**src/rtl/usb_bus_arb_pkg.sv**
```systemverilog
// rtl/usb_bus_arb_pkg.sv - shared types and bounds for the USB core bus arbiter
//
// Purpose: FSM state encoding, parameter bounds and common widths used by
//          usb_bus_arb and usb_rr_pick.
// Contents:
//   arb_state_t          IDLE / ACCESS / RELEASE state encoding
//   N_MIN, N_MAX         legal range of the requester count
//   TIMEOUT_MIN/MAX      legal range of the ack timeout
//   IDX_W, CNT_W, DATA_W requester index, timeout counter and bus data widths
package usb_bus_arb_pkg;

    typedef enum logic [1:0] {
        ST_IDLE    = 2'd0,
        ST_ACCESS  = 2'd1,
        ST_RELEASE = 2'd2
    } arb_state_t;

    localparam int N_MIN       = 2;
    localparam int N_MAX       = 4;
    localparam int TIMEOUT_MIN = 1;
    localparam int TIMEOUT_MAX = 255;

    // Index width covers N_MAX requesters; counter width covers TIMEOUT_MAX.
    localparam int IDX_W  = 2;
    localparam int CNT_W  = 8;
    localparam int DATA_W = 16;

endpackage

```
**src/rtl/usb_rr_pick.sv**
```systemverilog
// rtl/usb_rr_pick.sv - combinational round-robin requester selector
//
// Purpose: choose the first active requester at or after last+1, wrapping
//          modulo N.
// Ports:
//   req    in   N      request vector
//   last   in   IDX_W  index of the last granted requester
//   grant  out  IDX_W  selected requester index (0 when valid is low)
//   valid  out  1      at least one request is active
module usb_rr_pick
    import usb_bus_arb_pkg::*;
#(
    parameter int N = 2
) (
    input  logic [N-1:0]     req,
    input  logic [IDX_W-1:0] last,
    output logic [IDX_W-1:0] grant,
    output logic             valid
);

    // Distance k of requester i from last+1 is (i + N - 1 - last) mod N;
    // the active requester with the smallest distance wins.
    always_comb begin
        grant = '0;
        valid = 1'b0;
        for (int k = 0; k < N; k++) begin
            for (int i = 0; i < N; i++) begin
                if (!valid && req[i] && (((i + N - 1 - int'(last)) % N) == k)) begin
                    valid = 1'b1;
                    grant = IDX_W'(i);
                end
            end
        end
    end

endmodule

```
**src/rtl/usb_bus_arb.sv**
```systemverilog
// rtl/usb_bus_arb.sv - round-robin arbiter for the USB core register/EP-status bus
//
// Purpose: share one registered master port of the USB core bus between N
//          requesters, with an ack timeout and a mandatory idle cycle between
//          bus cycles.
// Ports:
//   clk, rst            clock; asynchronous active-high reset
//   m_req/m_we   in  N  per-requester request and write flag
//   m_addr/m_wdata in 16*N  per-requester address and write data (16 bits each)
//   m_ack/m_err  out N  one-cycle completion / timeout pulse to the granted requester
//   m_rdata      out 16 read data, valid in the m_ack cycle
//   bus_addr/bus_din/bus_we/bus_cyc  out  registered master side of the core bus
//   bus_dout/bus_ack     in  slave side of the core bus
module usb_bus_arb
    import usb_bus_arb_pkg::*;
#(
    parameter int N       = 2,
    parameter int TIMEOUT = 15
) (
    input  logic              clk,
    input  logic              rst,
    input  logic [N-1:0]      m_req,
    input  logic [N-1:0]      m_we,
    input  logic [16*N-1:0]   m_addr,
    input  logic [16*N-1:0]   m_wdata,
    output logic [N-1:0]      m_ack,
    output logic [N-1:0]      m_err,
    output logic [15:0]       m_rdata,
    output logic [15:0]       bus_addr,
    output logic [15:0]       bus_din,
    output logic              bus_we,
    output logic              bus_cyc,
    input  logic [15:0]       bus_dout,
    input  logic              bus_ack
);

    if (N < N_MIN || N > N_MAX) begin : g_bad_n
        $error("usb_bus_arb: N out of range");
    end
    if (TIMEOUT < TIMEOUT_MIN || TIMEOUT > TIMEOUT_MAX) begin : g_bad_timeout
        $error("usb_bus_arb: TIMEOUT out of range");
    end

    localparam logic [CNT_W-1:0] CNT_LAST = CNT_W'(TIMEOUT - 1);

    arb_state_t         state_q, state_d;
    logic [IDX_W-1:0]   last_q, last_d;
    logic [IDX_W-1:0]   gnt_q, gnt_d;
    logic [CNT_W-1:0]   cnt_q, cnt_d;
    logic [DATA_W-1:0]  bus_addr_q, bus_addr_d;
    logic [DATA_W-1:0]  bus_din_q, bus_din_d;
    logic [DATA_W-1:0]  m_rdata_q, m_rdata_d;
    logic               bus_we_q, bus_we_d;
    logic               bus_cyc_q, bus_cyc_d;
    logic [N-1:0]       m_ack_q, m_ack_d;
    logic [N-1:0]       m_err_q, m_err_d;

    logic [IDX_W-1:0]   pick_idx;
    logic               pick_valid;
    logic [DATA_W-1:0]  sel_addr;
    logic [DATA_W-1:0]  sel_wdata;
    logic               sel_we;
    logic [N-1:0]       gnt_oh;
    logic               timeout_hit;

    usb_rr_pick #(
        .N (N)
    ) u_rr_pick (
        .req   (m_req),
        .last  (last_q),
        .grant (pick_idx),
        .valid (pick_valid)
    );

    // Requester fields for the candidate chosen this cycle.
    always_comb begin
        sel_addr  = '0;
        sel_wdata = '0;
        sel_we    = 1'b0;
        for (int i = 0; i < N; i++) begin
            if (pick_idx == IDX_W'(i)) begin
                sel_addr  = m_addr[16*i +: 16];
                sel_wdata = m_wdata[16*i +: 16];
                sel_we    = m_we[i];
            end
        end
    end

    always_comb begin
        gnt_oh = '0;
        for (int i = 0; i < N; i++) begin
            gnt_oh[i] = (gnt_q == IDX_W'(i));
        end
    end

    assign timeout_hit = (cnt_q == CNT_LAST);

    // State register.
    always_ff @(posedge clk or posedge rst) begin
        if (rst) begin
            state_q <= ST_IDLE;
        end else begin
            state_q <= state_d;
        end
    end

    // Next-state logic.
    always_comb begin
        state_d = state_q;
        case (state_q)
            ST_IDLE: begin
                if (pick_valid) begin
                    state_d = ST_ACCESS;
                end
            end
            ST_ACCESS: begin
                if (bus_ack || timeout_hit) begin
                    state_d = ST_RELEASE;
                end
            end
            ST_RELEASE: state_d = ST_IDLE;
            default:    state_d = ST_IDLE;
        endcase
    end

    // Output / datapath next values. Ack is tested before the timeout so
    // that a late ack on the final allowed cycle still completes normally.
    always_comb begin
        last_d     = last_q;
        gnt_d      = gnt_q;
        cnt_d      = cnt_q;
        bus_addr_d = bus_addr_q;
        bus_din_d  = bus_din_q;
        bus_we_d   = bus_we_q;
        bus_cyc_d  = bus_cyc_q;
        m_rdata_d  = m_rdata_q;
        m_ack_d    = '0;
        m_err_d    = '0;
        case (state_q)
            ST_IDLE: begin
                if (pick_valid) begin
                    last_d     = pick_idx;
                    gnt_d      = pick_idx;
                    cnt_d      = '0;
                    bus_addr_d = sel_addr;
                    bus_din_d  = sel_wdata;
                    bus_we_d   = sel_we;
                    bus_cyc_d  = 1'b1;
                end
            end
            ST_ACCESS: begin
                if (bus_ack) begin
                    if (!bus_we_q) begin
                        m_rdata_d = bus_dout;
                    end
                    m_ack_d   = gnt_oh;
                    bus_cyc_d = 1'b0;
                end else if (timeout_hit) begin
                    m_err_d   = gnt_oh;
                    bus_cyc_d = 1'b0;
                end else begin
                    cnt_d = cnt_q + 1'b1;
                end
            end
            default: begin
                bus_cyc_d = 1'b0;
            end
        endcase
    end

    // Output registers, pointer and timeout counter.
    always_ff @(posedge clk or posedge rst) begin
        if (rst) begin
            last_q     <= IDX_W'(N - 1);
            gnt_q      <= '0;
            cnt_q      <= '0;
            bus_addr_q <= 16'h0000;
            bus_din_q  <= 16'h0000;
            bus_we_q   <= 1'b0;
            bus_cyc_q  <= 1'b0;
            m_rdata_q  <= 16'h0000;
            m_ack_q    <= '0;
            m_err_q    <= '0;
        end else begin
            last_q     <= last_d;
            gnt_q      <= gnt_d;
            cnt_q      <= cnt_d;
            bus_addr_q <= bus_addr_d;
            bus_din_q  <= bus_din_d;
            bus_we_q   <= bus_we_d;
            bus_cyc_q  <= bus_cyc_d;
            m_rdata_q  <= m_rdata_d;
            m_ack_q    <= m_ack_d;
            m_err_q    <= m_err_d;
        end
    end

    assign bus_addr = bus_addr_q;
    assign bus_din  = bus_din_q;
    assign bus_we   = bus_we_q;
    assign bus_cyc  = bus_cyc_q;
    assign m_rdata  = m_rdata_q;
    assign m_ack    = m_ack_q;
    assign m_err    = m_err_q;

endmodule

```
**config.mk**
```make
export PLATFORM = sky130hd
export DESIGN_NAME = usb_bus_arb
export DESIGN_NICKNAME = d
export VERILOG_FILES = /design/src/rtl/usb_bus_arb_pkg.sv /design/src/rtl/usb_rr_pick.sv /design/src/rtl/usb_bus_arb.sv
export SDC_FILE = /design/constraint.sdc
export NUM_CORES = 1
export LEC_CHECK = 0
export ABC_AREA = 0
export BUFFER_PORTS_ARGS = -buffer_cell sky130_fd_sc_hd__buf_2
export CAP_MARGIN = 20
export CORE_MARGIN = 5
export CORE_UTILIZATION = 46
export CTS_CLUSTER_DIAMETER = 80
export DETAILED_ROUTE_END_ITERATION = 16
export PLACE_DENSITY = 0.86
export REMOVE_ABC_BUFFERS = 1
export SLEW_MARGIN = 5
export SYNTH_ARGS = -nofsm -noshare
export SYNTH_HDL_FRONTEND = slang
export SYNTH_SLANG_ARGS = --single-unit
```
**constraint.sdc**
```tcl
create_clock -name clk -period 2.2 [get_ports clk]
set_input_delay 0.33 -clock clk [delete_from_list [all_inputs] [get_ports clk]]
set_output_delay 0.33 -clock clk [all_outputs]
set_load 0.01 [all_outputs]
```
# Word-level counts from Yosys, hierarchy flattened
# Cells that the tools add are included.
[totals]
ff_bits = 68
inputBits = 87
out_inout_bits = 54
wordCells = 79
[op_classes]
n_addsub = 3
n_eq_ne = 11
muxes = 29
bitwise = 3
n_reduce_logical = 22
[op_table]
columns = ["op", "count"]
rows = [
  ["32-bit logical NOT", 2],
  ["16-bit two-way mux", 4],
  ["8-bit two-way mux", 3],
  ["8-bit one-hot mux with 2 select lines", 1],
  ["2-bit two-way mux", 7],
  ["1-bit two-way mux", 12],
  ["8-bit by 1-bit adder with 8-bit output, second input constant", 1],
  ["8-bit by 4-bit == test with 1-bit output, second input constant", 1],
  ["2-bit inequality test, second input constant", 4],
  ["1-bit logical AND", 7],
  ["2-bit by 1-bit == test with 1-bit output, second input constant", 3],
  ["2-bit logical NOT", 3],
  ["2-bit AND reduction", 3],
  ["2-bit == test, second input constant", 2],
  ["2-bit one-hot mux with 2 select lines", 1],
  ["4-bit AND reduction", 1],
  ["1-bit logical NOT", 3],
  ["3-bit inequality test, second input constant", 1],
  ["3-bit AND reduction", 1],
  ["1-bit by 2-bit subtractor with 3-bit output, first input constant", 1],
  ["2-bit by 2-bit subtractor with 3-bit output, first input constant", 1],
  ["1-bit bitwise AND", 2],
  ["1-bit one-hot mux with 2 select lines", 1],
  ["2-bit nonzero test", 1],
  ["other kinds (2)", 2],
]

# Logic depth before layout (Yosys ltp)
# Gate-level depths: netlist of run 1.
[logic_depth]
ltp_word = 20
depth_mapped = 7

# Hierarchy
# From an unflattened synthesis of run 1, not the netlist that was laid out.
[hier_totals]
cells_unflattened = 266
hier_area_um2 = 3126.7
[by_module_without_submodules]
columns = ["module", "n_inst", "cells_per_inst", "area_per_inst_um2"]
rows = [
  ["usb_bus_arb", 1, 259, 3076.7],
  ["usb_rr_pick", 1, 7, 50.0],
]

# Worst setup path before layout of run 1
# OpenSTA, ideal clock, no wires.
[synth_timing]
kind = "register -> register"
start = "register state_q[1]"
end = "register m_rdata_q[0], in the netlist m_rdata[0]"
setup_time_ns = 0.125
arrival_ns = 1.585
path_slack_ns = 0.490
path_stages_with_launch = 7
n_path_buf = 2
synth_period_minus_slack_ns = 1.710
cell_sequence = "dfrtp_1 -> buf_6 -> and2b_1 -> nand2_1 -> nor2_2 -> buf_4 -> mux2_2"
[synth_between]
elab_chain_len = 2
[synth_lines]
columns = ["element", "line_no", "rtl"]
rows = [
  ["from (decl)", "usb_bus_arb.sv:46", "arb_state_t state_q, state_d;"],
  ["from (signal assigned)", "usb_bus_arb.sv:103", "state_q <= state_d;"],
  ["2-bit by 1-bit == test with 1-bit output", "usb_bus_arb.sv:139", "case (state_q)"],
  ["3-bit AND reduction (no line)", "-", ""],
  ["to (signal assigned)", "usb_bus_arb.sv:192", "m_rdata_q <= m_rdata_d;"],
  ["to (decl)", "usb_bus_arb.sv:52", "logic [DATA_W-1:0] m_rdata_q, m_rdata_d;"],
]
# No other way between the ends.
# A chain may end at the register's enable or synchronous reset.

# Worst setup path after layout of run 1
[layout_timing]
start = "register state_q[1]"
end = "register cnt_q[1]"
[layout_between]
elab_chain_len = 3
[layout_lines]
columns = ["element", "line_no", "rtl"]
rows = [
  ["2-bit by 1-bit == test with 1-bit output / 2-bit logical NOT (equally long branches)", "usb_bus_arb.sv:139", ""],
  ["2-bit inequality test (no line) / 2-bit nonzero test (equally long branches)", "-", ""],
  ["4-bit AND reduction (no line)", "-", ""],
  ["to (signal assigned)", "usb_bus_arb.sv:187", "cnt_q <= cnt_d;"],
  ["to (decl)", "usb_bus_arb.sv:49", "logic [CNT_W-1:0] cnt_q, cnt_d;"],
]
# Several ways; a longest one is shown, not always the timed one.

==> results of run 1 <==
worst min-delay path by stage:
stage / start / to / cells after the start
2_1_floorplan: m_req[0] / last_q[0] / 1
3_3_place_gp: rst / bus_addr[9] / 2
3_5_place_dp: rst / bus_addr[7] / 2
4_1_cts: rst / bus_addr[7] / 2
5_1_grt: rst / bus_addr[7] / 2
6_report: rst / bus_addr[7] / 2
synth_stat cells (all sizes together), types with 2 or more instances:
| library cell | instances |
|---|---|
| dfrtp | 64 |
| nand2 | 38 |
| mux2i | 35 |
| o21ai | 34 |
| mux2 | 17 |
| buf | 7 |
| clkbuf | 7 |
| nor2 | 7 |
| inv | 5 |
| and3 | 4 |
| nand3 | 4 |
| and2 | 3 |
| nand2b | 3 |
| nor3 | 3 |
| ha | 2 |
| nand4b | 2 |
| o22ai | 2 |
power by group:
part	internal [µW]	switching, µW	total (µW)
clock	430	419	849
combinational	859	1020	1880
sequential	1710	288	2000
total	3000	1730	4730
flip-flops by register name (all words and copies together), names as in the netlist, 2 cells and up:
name	flops
bus_addr	16
bus_din	16
cnt_q	8
m_ack	2
m_err	2
m_rdata	16
critical path: cells and delay by family (launching register included):
family             cells  cell delay [ns]
muxes                  1             0.34
and+or+nand+nor        2             0.71
DFF                    1             0.46
AOI/OAI and AO/OA      1             0.17
kinds of logic (layout without fill, tap and decap cells):
kind of cell	count (synthesis)	count (layout)	synth area share
AND/OR/NAND/NOR	70	70	0.117
multiplexers	52	52	0.187
buffers and inverters	19	165	0.0315
adder cells (fa/ha/maj)	2	2	0.00864
flip-flops	65	65	0.562
XOR/XNOR	2	2	0.00605
AO/OA/AOI/OAI	45	45	0.0873
metal layers:
metal / vias up / part of all wire
met5: - / 0
met2: 93 / 0.51
met1: 1089 / 0.39
met3: 8 / 0.086
met4: 0 / 0.015
li1: 1173 / -
layout make-up:
| class | instances | area, µm² |
|---|---|---|
| Fill cell | 541 | 2370 |
| Sequential cell | 65 | 1630 |
| Multi-Input combinational cell | 171 | 1200 |
| Timing Repair Buffer | 145 | 763 |
| Clock buffer | 12 | 145 |
| Tap cell | 77 | 96.3 |
| Inverter | 5 | 18.8 |
| Clock inverter | 3 | 17.5 |
through the flow:
| stage | hold WS (ns) | utilization |
|---|---|---|
| after global placement | 0.390 | 0.594 |
| after detailed placement | 0.401 | 0.594 |
| after CTS | 0.0306 | 0.620 |
| final | 0.0218 | 0.620 |
| after floorplan | 0.400 | - |
| after global routing | 0.0544 | 0.620 |
==> results.yml, run 1 <==
timing:
  skew_ns: 0.00882
  final.setup.tns_ns: 0
  period_needed_ns: 1.80
  post-route-period-util: 0.819
  timing.fmax_mhz: 555
  rsz0062_at_grt: "false"
  tightest_slew_ns: 0.593
  hold_violations: 0
  worst_slack_ns: 0.399
  max_slew_margin: 0.601
  drv_slew: 0
  setup_viol: 0
placement:
  dp_slack_ns: 0.429
  io_buffers: 140
  dp_cells: 463
  gp_congestion: 0.876
  dpl_cell_area_mm2: 0.00370
  hpwlAfterDp_um: 5200
cells_and_area:
  design_area_mm2: 0.00387
  nNetsFinal: 486
  antenna_cells: 0
  area_growth_pct: 33.6
  final-instance-count-excl-fill: 478
  drive_gt1_frac: 0.454
  layout_common_cells: "buf_2 (140), dfrtp_1 (64), nand2_1 (38), mux2i_1 (35), o21ai_0 (33)"
  final_common_cell: "buf_2"
clock_network:
  clk_pin_slew_ns: 0.07
  cts.sinks: 65
  cts_tree: "built"
  postCtsHoldBufs: 0
  cts-buffers-inserted: 9
  ctsResizeCount: 0
  root_buffer: "clkbuf_8"
  clockBufferDepth: 2
  worstSkewPairLatency_ns: 0.33
  cts_max_level: 3
  postCtsSetupRepairBufs: 0
drt:
  wl_per_cell_um: 14.0
  drt-initial-drc-count: 69
  via_per_inst: 4.94
  wl_um: 6670
  first_pass_iters: 4
  drc: 0
  num_vias: 2363
  drtAntennaViolNets: 0
pwr:
  report.power.total_uw: 4730
  p_leak_uw: 0.00200
  peakVddDrop_mv: 0.659
  powerDensity_mw_per_mm2: 1220
outcome:
  status: "completed"
synthesis:
  ys_warn_count: 0
  syn_area_mm2: 0.00290
  avgSynthCellArea_um2: 11.4
  synthCells: 255
  yosys-top-cells-area: "dfrtp_1 (55%), mux2i_1 (12%), mux2_2 (6.6%), o21ai_0 (5.7%), nand2_1 (4.9%)"
  synthArstFlopShare: 1.00
  ys.flop_type: "dfrtp_1"
  synth-seq-cells: 65
  ys_seq_area_frac: 0.562
  synth_edf_count: 0
  yosysTopAreaCellShare: 0.553
  synth.distinct_cells: 39
  post-synth-top-area-cell: "dfrtp_1"
grt:
  first_global_vias: 2401
  antenna_found_initial: 0
  grt_max_degree: 43
  grtUsageMet2: 0.294
  grt_use_total: 0.173
  grt_overflow: 0
  grt_util_met1: 0.201
  grt_pass1_wl_um: 10500
  grt_busiest_layer: "met2"
  grt_util_met3: 0.0442
setup_path:
  r2r_end: "cnt_q[1]"
  crit_start: "state_q[1]"
  rr_startpoint: "state_q[1]"
  crit_chain: "or3b_1, o31ai_1, and2_1, mux2_2"
  worst_ep_required_time_ns: 2.41
  path_class: "flip-flop to flip-flop"
  crit_arrival_ns: 2.02
  rrSetupSlack_ns: 0.40
  cp-end-kind: "flip-flop"
  cpPeakStageDelay_ns: 0.46
  critPathLaunchType: "flip-flop"
  cp-endpoint: "cnt_q[1]"
  reg2reg_depth: 4
  critPathMaxFanout: 9
  cp_slowest_cell: "dfrtp_1"
floorplanning:
  ios: 141
  rows: 29
  dieArea_mm2: 0.00798
  core_area_mm2: 0.00624
  start_util: 0.464
  die_w_um: 89.3
  dieHeight_um: 89.3
run:
  drv.max_cap_violation_count: 0
min_path:
  hp-class: "input port to asynchronous set/reset pin"
(Power assumes the default switching activity.)
==> run 2, diff against run 1 <==
==> constraint.sdc (replaced) <==
create_clock -name clk -period 1.7 [get_ports clk]
set_input_delay 0.255 -clock clk [delete_from_list [all_inputs] [get_ports clk]]
set_output_delay 0.255 -clock clk [all_outputs]
set_load 0.01 [all_outputs]
==> run 2 against run 1 <==
- critical path depth stayed put
- largest power group is now combinational cells
- clock power is 74% higher
- maximum frequency is 12% higher
- total power is 41% higher
- design area is 4.9% higher
- critical path type unchanged
- cell count is 3.8% higher
==> results.yml, run 2 (synthesis gave the netlist of run 1 again) <==
outcome:
  status: "completed"
grt:
  grt_use_total: 0.182
  grt_max_degree: 42
  first_global_vias: 2393
  grt_overflow: 0
  grt_pass1_wl_um: 11000
  antenna_found_initial: 0
pwr:
  netSwitchingPower_uw: 2370
  p_comb_frac: 0.393
  switching_share: 0.356
  p_clk_frac: 0.222
  intPower_uw: 4280
  p_leak_uw: 0.00210
  pwr-share-seq: 0.385
  peakVddDrop_mv: 0.910
  powerDensity_mw_per_mm2: 1640
cells_and_area:
  drive_gt1_frac: 0.484
  antenna_cells: 0
  nNetsFinal: 503
  multi_input_area_mm2: 0.00121
  layout_common_cells: "buf_2 (140), dfrtp_1 (64), nand2_1 (38), mux2i_1 (35), o21ai_0 (33)"
  final_common_cell: "buf_2"
  area_growth_pct: 40.1
  seq_area_mm2: 0.00163
  n_fill_cell: 514
  final-instance-count-excl-fill: 496
setup_path:
  rr_startpoint: "state_q[1]"
  r2r_end: "cnt_q[6]"
  crit_arrival_ns: 1.87
  rrSetupSlack_ns: 0.09
  crit_chain: "or3b_4, or4_4, xor2_2, nor2_1"
  cp-end-kind: "flip-flop"
  critPathLaunchType: "flip-flop"
  cp_slowest_cell: "or4_4"
  critPathMaxFanout: 3
  worst_ep_required_time_ns: 1.96
  path_class: "flip-flop to flip-flop"
  reg2reg_depth: 4
  cpPeakStageDelay_ns: 0.50
floorplanning:
  ios: 141
  die_w_um: 89.3
  start_util: 0.464
  core_area_mm2: 0.00624
  rows: 29
  dieArea_mm2: 0.00798
  dieHeight_um: 89.3
placement:
  dp_cells: 479
  hpwlAfterDp_um: 5530
  io_buffers: 140
  gp_congestion: 0.898
timing:
  period_needed_ns: 1.61
  skew_ns: 0.00487
  timing.fmax_mhz: 622
  rsz0062_at_grt: "false"
  hold_ws_ns: 0.148
  setup_viol: 0
  hold_violations: 0
  final.setup.tns_ns: 0
  drv_slew: 0
  max_slew_margin: 0.655
  tightest_slew_ns: 0.517
  post-route-period-util: 0.946
drt:
  first_pass_iters: 4
  wl_um: 7010
  drtAntennaViolNets: 0
  wl_per_cell_um: 14.1
  num_vias: 2435
  via_per_inst: 4.91
  drc: 0
  drt-initial-drc-count: 147
min_path:
  min_path_cells: 2
  hold_end: "m_rdata[14]"
  min_from: "bus_dout[14]"
  hp-class: "input port to flip-flop"
clock_network:
  cts-buffers-inserted: 9
  cts_max_level: 3
  clockBufferDepth: 2
  worstSkewPairLatency_ns: 0.33
  root_buffer: "clkbuf_8"
  clk_pin_slew_ns: 0.08
  cts_tree: "built"
  postCtsSetupRepairBufs: 0
  cts.sinks: 65
run:
  drv.max_cap_violation_count: 0
## run 2: worst max path at each step
stage / start / depth (start not counted) / endpoint
2_1_floorplan: last_q[0] / 3 / bus_addr[0]
3_3_place_gp: bus_ack / 5 / cnt_q[6]
3_5_place_dp: state_q[1] / 4 / cnt_q[6]
4_1_cts: state_q[1] / 4 / cnt_q[6]
5_1_grt: state_q[1] / 6 / m_rdata[2]
6_report: state_q[1] / 4 / cnt_q[6]
## run 2: area by class of cell
cell class | instances | area share
multi-input combinational | 171 | 0.298
timing repair buffer | 162 | 0.217
clock inverter | 7 | 0.0250
tap | 77 | 0.0237
sequential | 65 | 0.401
inverter | 5 | 0.00463
clock buffer | 9 | 0.0305
## run 2: timing repair
item | CTS | global route
hold buffers | 1 | 0
setup endpoints to repair | 0 | 1
resized for setup | 0 | 2
hold endpoints to repair | 24 | 0
## run 2: metal layers
layer	track usage	wire (µm)
met5	0	0
met4	0.0785	120
met3	0.0479	573
met2	0.312	3580
met1	0.214	2740
## run 2: through the flow
step	cell area [µm²]	total power, µW	setup WS, ns	utilization
after floorplan	2820	4040	-2.85	-
after global placement	3810	5130	0.114	0.611
after detailed placement	3810	5250	0.0897	0.611
after CTS	4050	6740	0.0890	0.649
after global routing	4060	7180	0.0104	0.650
final	4060	6650	0.0925	0.650
## run 2: power groups by stage
stage / registers [µW] / logic, µW / clock network [µW]
finish: 2560 / 2610 / 1480
global placement: 2560 / 2560 / 0
detailed placement: 2590 / 2650 / 0
CTS: 2570 / 2660 / 1510
global route: 2660 / 2930 / 1580
floorplan: 2880 / 1160 / 0
## run 2: worst max-delay path, delay by kind of cell, from the launching register on
kind	cells	cell delay [ns]
simple gates	3	1.00
xor+xnor	1	0.15
flops	1	0.39
